[src/rtl/seg_scan_if.sv]
// Scan-side pins and recovered-character outputs of the 7-segment receiver.
// master = the display being sampled; slave = the decoder.
interface seg_scan_if #(
  parameter int DIGITS = 6
);
  logic [DIGITS-1:0]   scan_sel;
  logic [6:0]          scan_seg;
  logic [8*DIGITS-1:0] chars;
  logic [DIGITS-1:0]   valid;
  logic                upd;
  logic [2:0]          upd_idx;
  logic                lost;

  modport master (
    output scan_sel,
    output scan_seg,
    input  chars,
    input  valid,
    input  upd,
    input  upd_idx,
    input  lost
  );

  modport slave (
    input  scan_sel,
    input  scan_seg,
    output chars,
    output valid,
    output upd,
    output upd_idx,
    output lost
  );
endinterface

[src/rtl/seg_scan_decoder.sv]
// Samples a multiplexed 7-segment scan, filters each digit strobe for
// stability, decodes it to ASCII and tracks changes and loss of activity.
module seg_scan_decoder #(
  parameter int DIGITS        = 6,
  parameter bit ACTIVE_LOW    = 1'b1,
  parameter int STABLE_CYCLES = 4,
  parameter int TIMEOUT       = 50000
) (
  input logic      CLOCK_50,
  input logic      RESET_N,
  seg_scan_if.slave bus
);

  localparam int RW = $clog2(STABLE_CYCLES + 1);
  localparam int TW = $clog2(TIMEOUT + 1);
  localparam logic [RW-1:0] RUN_MAX = RW'(STABLE_CYCLES);
  localparam logic [RW-1:0] RUN_ACC = RW'(STABLE_CYCLES - 1);
  localparam logic [TW-1:0] TO_MAX  = TW'(TIMEOUT);
  localparam logic [TW-1:0] TO_LAST = TW'(TIMEOUT - 1);

  logic [DIGITS-1:0]   r_sel_s1;
  logic [DIGITS-1:0]   r_sel_s2;
  logic [6:0]          r_seg_s1;
  logic [6:0]          r_seg_s2;
  logic [DIGITS-1:0]   r_psel;
  logic [6:0]          r_pseg;
  logic [RW-1:0]       r_run;
  logic                r_acc;
  logic [2:0]          r_acc_idx;
  logic [7:0]          r_acc_chr;
  logic [8*DIGITS-1:0] r_chars;
  logic [DIGITS-1:0]   r_valid;
  logic                r_upd;
  logic [2:0]          r_upd_idx;
  logic                r_lost;
  logic [TW-1:0]       r_to_cnt;

  logic [DIGITS-1:0] w_sel;
  logic [6:0]        w_seg;
  logic              w_onehot;
  logic              w_same;
  logic [RW-1:0]     w_run_nxt;
  logic              w_acc;
  logic [2:0]        w_idx;
  logic [7:0]        w_chr;
  logic [7:0]        w_old;
  logic              w_changed;

  function automatic logic [7:0] seg2ascii(input logic [6:0] s);
    logic [7:0] c;
    case (s)
      7'h3F:   c = "0";
      7'h06:   c = "1";
      7'h5B:   c = "2";
      7'h4F:   c = "3";
      7'h66:   c = "4";
      7'h6D:   c = "5";
      7'h7D:   c = "6";
      7'h07:   c = "7";
      7'h7F:   c = "8";
      7'h6F:   c = "9";
      7'h77:   c = "A";
      7'h7C:   c = "b";
      7'h39:   c = "C";
      7'h5E:   c = "d";
      7'h79:   c = "E";
      7'h71:   c = "F";
      7'h76:   c = "H";
      7'h38:   c = "L";
      7'h54:   c = "n";
      7'h73:   c = "P";
      7'h78:   c = "t";
      7'h3E:   c = "U";
      7'h6E:   c = "y";
      7'h00:   c = " ";
      default: c = "?";
    endcase
    return c;
  endfunction

  always_ff @(posedge CLOCK_50 or negedge RESET_N) begin
    if (!RESET_N) begin
      r_sel_s1 <= '0;
      r_sel_s2 <= '0;
      r_seg_s1 <= '0;
      r_seg_s2 <= '0;
    end else begin
      r_sel_s1 <= bus.scan_sel;
      r_sel_s2 <= r_sel_s1;
      r_seg_s1 <= bus.scan_seg;
      r_seg_s2 <= r_seg_s1;
    end
  end

  assign w_sel = ACTIVE_LOW ? ~r_sel_s2 : r_sel_s2;
  assign w_seg = ACTIVE_LOW ? ~r_seg_s2 : r_seg_s2;

  assign w_onehot = (w_sel != '0) &&
                    ((w_sel & (w_sel - 1'b1)) == '0);
  assign w_same   = (w_sel == r_psel) && (w_seg == r_pseg);

  always_comb begin
    w_run_nxt = '0;
    if (!w_onehot)
      w_run_nxt = '0;
    else if (w_same)
      w_run_nxt = (r_run == RUN_MAX) ? RUN_MAX : r_run + 1'b1;
    else
      w_run_nxt = RW'(1);
  end

  // Fires once per stable run: only on the step into saturation.
  assign w_acc = w_onehot && w_same && (r_run == RUN_ACC);

  always_comb begin
    w_idx = '0;
    for (int i = 0; i < DIGITS; i++)
      if (w_sel[i]) w_idx = 3'(i);
  end

  assign w_chr = seg2ascii(w_seg);

  always_ff @(posedge CLOCK_50 or negedge RESET_N) begin
    if (!RESET_N) begin
      r_psel    <= '0;
      r_pseg    <= '0;
      r_run     <= '0;
      r_acc     <= 1'b0;
      r_acc_idx <= '0;
      r_acc_chr <= 8'h20;
    end else begin
      r_psel    <= w_sel;
      r_pseg    <= w_seg;
      r_run     <= w_run_nxt;
      r_acc     <= w_acc;
      if (w_acc) begin
        r_acc_idx <= w_idx;
        r_acc_chr <= w_chr;
      end
    end
  end

  assign w_old     = r_chars[int'(r_acc_idx)*8 +: 8];
  assign w_changed = (w_old != r_acc_chr) || !r_valid[r_acc_idx];

  // A pending write always beats the timeout in the same cycle.
  always_ff @(posedge CLOCK_50 or negedge RESET_N) begin
    if (!RESET_N) begin
      r_chars   <= {DIGITS{8'h20}};
      r_valid   <= '0;
      r_upd     <= 1'b0;
      r_upd_idx <= '0;
      r_lost    <= 1'b1;
      r_to_cnt  <= '0;
    end else begin
      r_upd <= 1'b0;
      if (r_acc) begin
        r_chars[int'(r_acc_idx)*8 +: 8] <= r_acc_chr;
        r_valid[r_acc_idx] <= 1'b1;
        r_lost   <= 1'b0;
        r_to_cnt <= '0;
        if (w_changed) begin
          r_upd     <= 1'b1;
          r_upd_idx <= r_acc_idx;
        end
      end else if (r_to_cnt != TO_MAX) begin
        r_to_cnt <= r_to_cnt + 1'b1;
        if (r_to_cnt == TO_LAST) begin
          r_lost  <= 1'b1;
          r_valid <= '0;
        end
      end
    end
  end

  assign bus.chars   = r_chars;
  assign bus.valid   = r_valid;
  assign bus.upd     = r_upd;
  assign bus.upd_idx = r_upd_idx;
  assign bus.lost    = r_lost;

endmodule

[src/flat_wrapper.sv]
// flat-port wrapper written by rule: the top's interface ports become plain ports
module seg_scan_decoder_flat 
#(
  parameter int DIGITS        = 6,
  parameter bit ACTIVE_LOW    = 1'b1,
  parameter int STABLE_CYCLES = 4,
  parameter int TIMEOUT       = 50000
)
  (CLOCK_50, RESET_N, bus_scan_sel, bus_scan_seg, bus_chars, bus_valid, bus_upd, bus_upd_idx, bus_lost);
  seg_scan_if #(.DIGITS(DIGITS)) bus_i ();
  input logic CLOCK_50;
  input logic RESET_N;
  input wire logic [$bits(bus_i.scan_sel)-1:0] bus_scan_sel;
  input wire logic [$bits(bus_i.scan_seg)-1:0] bus_scan_seg;
  output wire logic [$bits(bus_i.chars)-1:0] bus_chars;
  output wire logic [$bits(bus_i.valid)-1:0] bus_valid;
  output wire logic [$bits(bus_i.upd)-1:0] bus_upd;
  output wire logic [$bits(bus_i.upd_idx)-1:0] bus_upd_idx;
  output wire logic [$bits(bus_i.lost)-1:0] bus_lost;
  assign bus_i.scan_sel = bus_scan_sel;
  assign bus_i.scan_seg = bus_scan_seg;
  assign bus_chars = bus_i.chars;
  assign bus_valid = bus_i.valid;
  assign bus_upd = bus_i.upd;
  assign bus_upd_idx = bus_i.upd_idx;
  assign bus_lost = bus_i.lost;
  seg_scan_decoder #(.DIGITS(DIGITS), .ACTIVE_LOW(ACTIVE_LOW), .STABLE_CYCLES(STABLE_CYCLES), .TIMEOUT(TIMEOUT)) u_core (.CLOCK_50(CLOCK_50), .RESET_N(RESET_N), .bus(bus_i));
endmodule
[config.mk]
export PLATFORM = sky130hd
export DESIGN_NAME = seg_scan_decoder_flat
export DESIGN_NICKNAME = d
export VERILOG_FILES = /design/src/rtl/seg_scan_if.sv /design/src/rtl/seg_scan_decoder.sv /design/src/flat_wrapper.sv
export SDC_FILE = /design/constraint.sdc
export NUM_CORES = 1
export LEC_CHECK = 0
export CORE_MARGIN = 5
export CORE_UTILIZATION = 43
export CTS_BUF_LIST = sky130_fd_sc_hd__clkbuf_2 sky130_fd_sc_hd__clkbuf_4 sky130_fd_sc_hd__clkbuf_8
export CTS_CLUSTER_DIAMETER = 100
export DETAILED_ROUTE_END_ITERATION = 12
export PLACE_DENSITY = 0.73
export SLEW_MARGIN = 20
export SYNTH_ARGS = -nofsm -noshare
export SYNTH_HDL_FRONTEND = slang
export SYNTH_SLANG_ARGS = --single-unit
export TNS_END_PERCENT = 30
[constraint.sdc]
create_clock -name CLOCK_50 -period 2 [get_ports CLOCK_50]
set_input_delay 0.4 -clock CLOCK_50 [delete_from_list [all_inputs] [get_ports CLOCK_50]]
set_output_delay 0.4 -clock CLOCK_50 [all_outputs]
set_load 0.005 [all_outputs]
==> results.py, run 1 <==
metrics = {
    "outcome": {
        "status": "finished with violations",
        "violations": "negative setup slack",
    },
    "worst_setup_path": {
        "crit_arrival_ps": 2670,
        "startpoint": "u_core.r_acc_idx[0]",
        "cp_slowest_cell": "mux4_2",
        "timing.critical_path.buf_inv": 1,
        "start_kind": "flip-flop",
        "cpLargestDelayFamily": "multiplexers",
        "cp.required_ps": 2330,
        "worstSetupEndpoint": "u_core.bus.upd_idx[2]",
        "r2r_start": "u_core.r_acc_idx[0]",
        "r2r_slack_ps": -340,
        "path_cells": "mux4_2 > o2bb2ai_4 > xnor2_2 > nand4_2 > o41ai_4 > buf_4 > mux2_4",
        "worst-path-max-fanout": 7,
        "cp.depth": 7,
        "reg2reg_to": "u_core.bus.upd_idx[2]",
        "cpPeakStageDelay_ps": 560,
        "r2r_cells": 7,
        "critical_path_class": "reg2reg",
        "critPathCaptureType": "flip-flop",
    },
    "clocking": {
        "cts_buffers": 17,
        "root_buffer": "clkbuf_8",
        "clkSinkCount": 122,
        "htree_levels": 4,
        "cts.path.max_buffers": 2,
        "cts_tree": "built",
        "path_clk_slew_ps": 70,
        "insertion_delay_ps": 450,
    },
    "timing": {
        "setup_violations": 24,
        "setup_slack_ps": -337,
        "period_needed_ps": 2340,
        "post-route-period-util": 1.17,
        "fin_worst_skew_ps": 15.1,
        "timing.final.hold_violations": 0,
        "setup_tns_ps": -2010,
        "holdWs_ps": 350,
        "fmax_mhz": 428,
        "slew_viol_final": 0,
        "grt_setup_unrepaired": "true",
    },
    "synth": {
        "yosysSeqAreaShare": 0.511,
        "yosysUniqueCellTypes": 69,
        "synth_warnings": 0,
        "synth_top_area_frac": 0.476,
        "syn_area_um2": 6000,
        "yosys.area.top_type": "dfrtp_1",
        "ys_top_cells_by_area": "dfrtp_1 48%, nand2_1 5.3%, o21ai_0 3.8%",
        "async_flop_share": 1.00,
        "synth_edf_count": 0,
        "netlist_instances": 590,
        "ys.flop_type": "dfrtp_1",
        "synth_seq_cells": 122,
        "avgSynthCellArea_um2": 10.2,
    },
    "placed_design": {
        "place.gp.congestion": 0.908,
        "dp_slack_ps": -506,
        "dp_cells": 884,
        "placed_cell_area_um2": 7350,
        "io_buffers": 67,
        "dpl.hpwl_um": 11100,
    },
    "final_layout": {
        "drive_above_1_share": 0.256,
        "fin_nets": 754,
        "diodes": 0,
        "fin_area_um2": 8070,
        "layout_common_cells": "111 x dfrtp_1, 83 x nand2_1, 80 x buf_4",
        "fin_cells": 922,
        "final_common_cell": "dfrtp_1",
        "syn2layout_area_growth_pct": 34.6,
        "utilization": 0.586,
    },
    "min_path": {
        "hold_class": "reg2reg",
        "min_from": "u_core.r_sel_s1[4]",
    },
    "floorplanning": {
        "fp.dieW_um": 128,
        "die_h_um": 128,
        "io_pins": 74,
        "rows": 43,
        "die_area_um2": 16400,
        "start_util": 0.435,
        "coreArea_um2": 13800,
    },
    "drt": {
        "drtPass1Iterations": 5,
        "via_per_inst": 5.31,
        "route.detailed.drc": 0,
        "num_vias": 4900,
        "drt-initial-drc-count": 339,
        "wl_per_cell_um": 16.4,
        "wirelength_um": 15100,
        "detail-route-antenna-nets": 0,
    },
    "global_route": {
        "grt_pass1_wl_um": 24400,
        "grt_antenna_before_repair": 0,
        "grt_overflow_total": 0,
        "first_global_vias": 4928,
        "grt_max_degree": 52,
        "track_usage": 0.188,
    },
    "power_and_ir_drop": {
        "comb_power_share": 0.054,
        "swShare": 0.231,
        "powerDensity_nw_per_um2": 651,
        "pwr-share-seq": 0.483,
        "vdd_drop_max_mv": 0.532,
        "clkPwrFrac": 0.463,
        "p_total_mw": 5.25,
        "cellLeakagePower_nw": 3.45,
        "internal_power_mw": 4.04,
        "switchingPower_mw": 1.21,
    },
    "run": {
        "drv_cap": 0,
    },
}
timing repair:
item | CTS | global route
resized for setup | 13 | 60
hold buffers | 1 | 0
endpoints found under the setup margin | 57 | 53
pin swaps | 1 | 5
buffers inserted | 1 | 4
hold endpoints to repair | 26 | 0
flip-flops by register name, indices dropped and copies added (netlist names):
signal and flops:
u_core.r_sel_s2 6, u_core.r_psel 6, u_core.bus.valid 6, u_core.bus.upd_idx 3
u_core.r_pseg 7, u_core.r_to_cnt 16, u_core.r_sel_s1 6, u_core.bus.lost 1
u_core.r_seg_s2 7, u_core.r_acc_idx 3, u_core.r_seg_s1 7, u_core.bus.upd 1
u_core.r_acc 1, u_core.bus.chars 42, u_core.r_acc_chr 7, u_core.r_run 3
cells by family (layout without fill, tap and decap cells):
family,count (synthesis),after routing,synth area share
xor+xnor,36,36,0.0551
fa+ha+maj,10,10,0.0209
flops,122,122,0.511
simple gates,207,207,0.170
other cells,1,6,0.000625
mux,37,37,0.0747
compound gates,109,109,0.117
buf+inv,68,215,0.0511
area by class of cell:
cell class	instances	area [um2]
clock buffers	19	255
clock inverters	13	191
fillers	1146	5700
inverters	29	115
multi-input cells	405	2850
flip-flops and latches	122	3070
well taps	180	225
repair buffers	154	1370
worst register-to-register path, stage by stage (launching register included):
cell	delay (ps)
dfrtp_2	490
mux4_2	570
o2bb2ai_4	150
xnor2_2	170
nand4_2	150
o41ai_4	210
buf_4	190
mux2_4	300
metal layers:
layer / vias to the layer above / global-route usage / wire length (um)
li1: 2335 / - / -
met5: - / 0 / 0
met3: 32 / 0.0467 / 822
met1: 2376 / 0.236 / 6360
met4: 0 / 0.0768 / 378
met2: 157 / 0.310 / 7560
power groups by stage:
stage | Combinational, mW | Sequential [mW] | Clock, mW
global route | 0.313 | 2.54 | 2.59
floorplan | 0.138 | 2.57 | 0
CTS | 0.266 | 2.54 | 2.48
finish | 0.282 | 2.54 | 2.43
detailed placement | 0.260 | 2.58 | 0
global placement | 0.252 | 2.58 | 0
synth_stat cells, types with 2 or more instances:
| master | number |
|---|---|
| a211oi_1 | 2 |
| a21o_1 | 2 |
| a21oi_1 | 23 |
| a311oi_1 | 4 |
| a31o_2 | 2 |
| a31oi_1 | 4 |
| a32o_1 | 3 |
| and3_1 | 4 |
| and3b_1 | 3 |
| buf_1 | 3 |
| buf_2 | 8 |
| buf_4 | 7 |
| buf_6 | 2 |
| clkbuf_1 | 19 |
| dfrtp_1 | 114 |
| dfstp_2 | 8 |
| ha_1 | 10 |
| inv_1 | 28 |
| mux2_1 | 3 |
| mux2_2 | 16 |
| mux2i_1 | 14 |
| mux4_2 | 3 |
| nand2_1 | 84 |
| nand2b_1 | 4 |
| nand3_1 | 21 |
| nand3b_1 | 4 |
| nand4_1 | 9 |
| nand4b_1 | 2 |
| nor2_1 | 31 |
| nor2b_1 | 3 |
| nor3_1 | 15 |
| nor3b_1 | 3 |
| nor4_1 | 3 |
| nor4bb_1 | 4 |
| o21ai_0 | 46 |
| o221ai_1 | 2 |
| o22ai_1 | 4 |
| o32ai_1 | 2 |
| or3_1 | 7 |
| or4_1 | 2 |
| xnor2_1 | 18 |
| xnor2_2 | 2 |
| xor2_1 | 16 |
worst min-delay path by stage:
stage / cells after the start / endpoint / slack [ps]
floorplan: 0 / u_core.bus.chars[0] / 100
global placement: 0 / u_core.r_sel_s2[0] / 330
detailed placement: 0 / u_core.r_sel_s2[4] / 330
CTS: 0 / u_core.r_sel_s2[4] / 350
global route: 1 / u_core.r_seg_s1[4] / 360
finish: 0 / u_core.r_sel_s2[4] / 350
Note: power is estimated with default switching activity, not from simulation.
==> run 2, diff against run 1 <==
--- a/config.mk
+++ b/config.mk
@@ -11,6 +11,7 @@
 export CTS_CLUSTER_DIAMETER = 100
 export DETAILED_ROUTE_END_ITERATION = 12
 export PLACE_DENSITY = 0.73
+export RECOVER_POWER = 25
 export SLEW_MARGIN = 20
 export SYNTH_ARGS = -nofsm -noshare
 export SYNTH_HDL_FRONTEND = slang
==> results.py, run 2 (synthesis results as in run 1) <==
metrics = {
    "outcome": {
        "status": "finished with violations",
        "violations": "negative setup slack",
    },
    "worst_setup_path": {
        "worst-path-max-fanout": 7,
        "cp.required_ps": 2330,
        "path_cells": "mux4_2 > o2bb2ai_4 > xnor2_2 > nand4_2 > o41ai_4 > buf_4 > mux2_4",
        "critPathCaptureType": "flip-flop",
        "start_kind": "flip-flop",
        "critical_path_class": "reg2reg",
        "cpPeakStageDelay_ps": 560,
        "cp_slowest_cell": "mux4_2",
        "crit_arrival_ps": 2670,
    },
    "floorplanning": {
        "rows": 43,
        "die_h_um": 128,
        "fp.dieW_um": 128,
        "coreArea_um2": 13800,
        "io_pins": 74,
        "start_util": 0.435,
        "die_area_um2": 16400,
    },
    "timing": {
        "setup_violations": 26,
        "fin_worst_skew_ps": 15.0,
        "post-route-period-util": 1.17,
        "relSlewSlack": 0.509,
        "tightest_slew_ps": 737,
        "period_needed_ps": 2340,
        "slew_viol_final": 0,
        "fmax_mhz": 428,
        "timing.final.hold_violations": 0,
        "grt_setup_unrepaired": "true",
        "setup_slack_ps": -339,
    },
    "placed_design": {
        "place.gp.congestion": 0.908,
        "dpl.hpwl_um": 11100,
        "io_buffers": 67,
        "placed_cell_area_um2": 7350,
        "dp_slack_ps": -506,
        "dp_cells": 884,
    },
    "drt": {
        "num_vias": 4937,
        "detail-route-antenna-nets": 0,
        "drt-initial-drc-count": 329,
        "via_per_inst": 5.35,
        "drtPass1Iterations": 5,
        "wirelength_um": 15100,
        "route.detailed.drc": 0,
        "wl_per_cell_um": 16.4,
    },
    "global_route": {
        "first_global_vias": 4928,
        "grt_pass1_wl_um": 24400,
        "grt_overflow_total": 0,
        "grt_max_degree": 52,
        "grt_antenna_before_repair": 0,
        "track_usage": 0.188,
    },
    "final_layout": {
        "layout_common_cells": "111 x dfrtp_1, 83 x nand2_1, 76 x buf_4",
        "fin_area_um2": 8060,
        "fin_cells": 922,
        "drive_above_1_share": 0.252,
        "fin_nets": 754,
        "syn2layout_area_growth_pct": 34.3,
        "diodes": 0,
        "largest_register_ffs": 42,
        "final_common_cell": "dfrtp_1",
    },
    "clocking": {
        "cts_buffers": 17,
        "cts.path.max_buffers": 2,
        "htree_levels": 4,
        "root_buffer": "clkbuf_8",
        "cts_tree": "built",
        "path_clk_slew_ps": 70,
        "clkSinkCount": 122,
        "insertion_delay_ps": 450,
    },
    "power_and_ir_drop": {
        "cellLeakagePower_nw": 3.44,
        "vdd_drop_max_mv": 0.531,
        "powerDensity_nw_per_um2": 651,
    },
    "min_path": {
        "hold_class": "reg2reg",
    },
    "run": {
        "drv_cap": 0,
    },
}
-- run 2: changes by cell type in the layout (fill, tap and decap cells not counted) --
cell,change
clkbuf_2,+1
clkdlybuf4s50_1,-13
dlygate4sd3_1,+13
clkbuf_1,+3
buf_4,-4
-- run 2: through the flow --
stage	total power [mW]	TNS (ps)	hold WS, ps	utilization
2_1_floorplan	2.71	-1290	104	-
3_3_place_gp	2.83	-2950	333	0.534
3_5_place_dp	2.84	-5830	335	0.534
4_1_cts	5.29	-3590	351	0.569
5_1_grt	5.43	-8130	360	0.585
6_report	5.25	-2800	350	0.585
-- run 2: critical path, delay by kind of cell (launching register included) --
family / cells / cell delay [ps]
AO/OA/AOI/OAI: 2 / 360
XOR/XNOR: 1 / 170
buffers and inverters: 1 / 190
flip-flops: 1 / 490
multiplexers: 2 / 860
AND/OR/NAND/NOR: 1 / 150
-- run 2: final timing paths --
check                                          from                     to  slack, ps  cells after the start
min in group asynchronous                   RESET_N        u_core.r_run[1]        550                      2
worst max-delay path            u_core.r_acc_idx[0]  u_core.bus.upd_idx[2]       -340                      7
worst min-delay path             u_core.r_sel_s1[4]     u_core.r_sel_s2[4]        350                      0
worst max register to register  u_core.r_acc_idx[0]  u_core.bus.upd_idx[2]       -340                      7
worst min register to register   u_core.r_sel_s1[4]     u_core.r_sel_s2[4]        350                      0
max in group asynchronous                   RESET_N   u_core.bus.chars[37]        660                      3
-- run 2: what timing repair did --
action                     4_1_cts  5_1_grt
hold buffers                     1        0
pin swaps                        1        5
resized for setup               13       60
setup endpoints to repair       57       53
hold endpoints to repair        26        0
buffers inserted                 1        4
-- run 2: routing by layer --
metal,GRT usage,vias up,wire (um)
met5,0,-,0
li1,-,2329,-
met3,0.0467,30,873
met1,0.236,2407,6320
met4,0.0768,0,364
met2,0.310,171,7580
-- run 2: cell type report --
type / instances / area (um2)
inverter: 29 / 115
sequential: 122 / 3070
clock buffer: 19 / 255
timing repair buffer: 154 / 1360
multi-input combinational: 405 / 2850
fill: 1150 / 5720
clock inverter: 13 / 191
tap: 180 / 225
-- run 2: power breakdown --
part	leakage [nW]	switching, mW	internal (mW)
logic	1.66	0.169	0.105
registers	1.56	0.0280	2.51
clock network	0.216	1.02	1.41
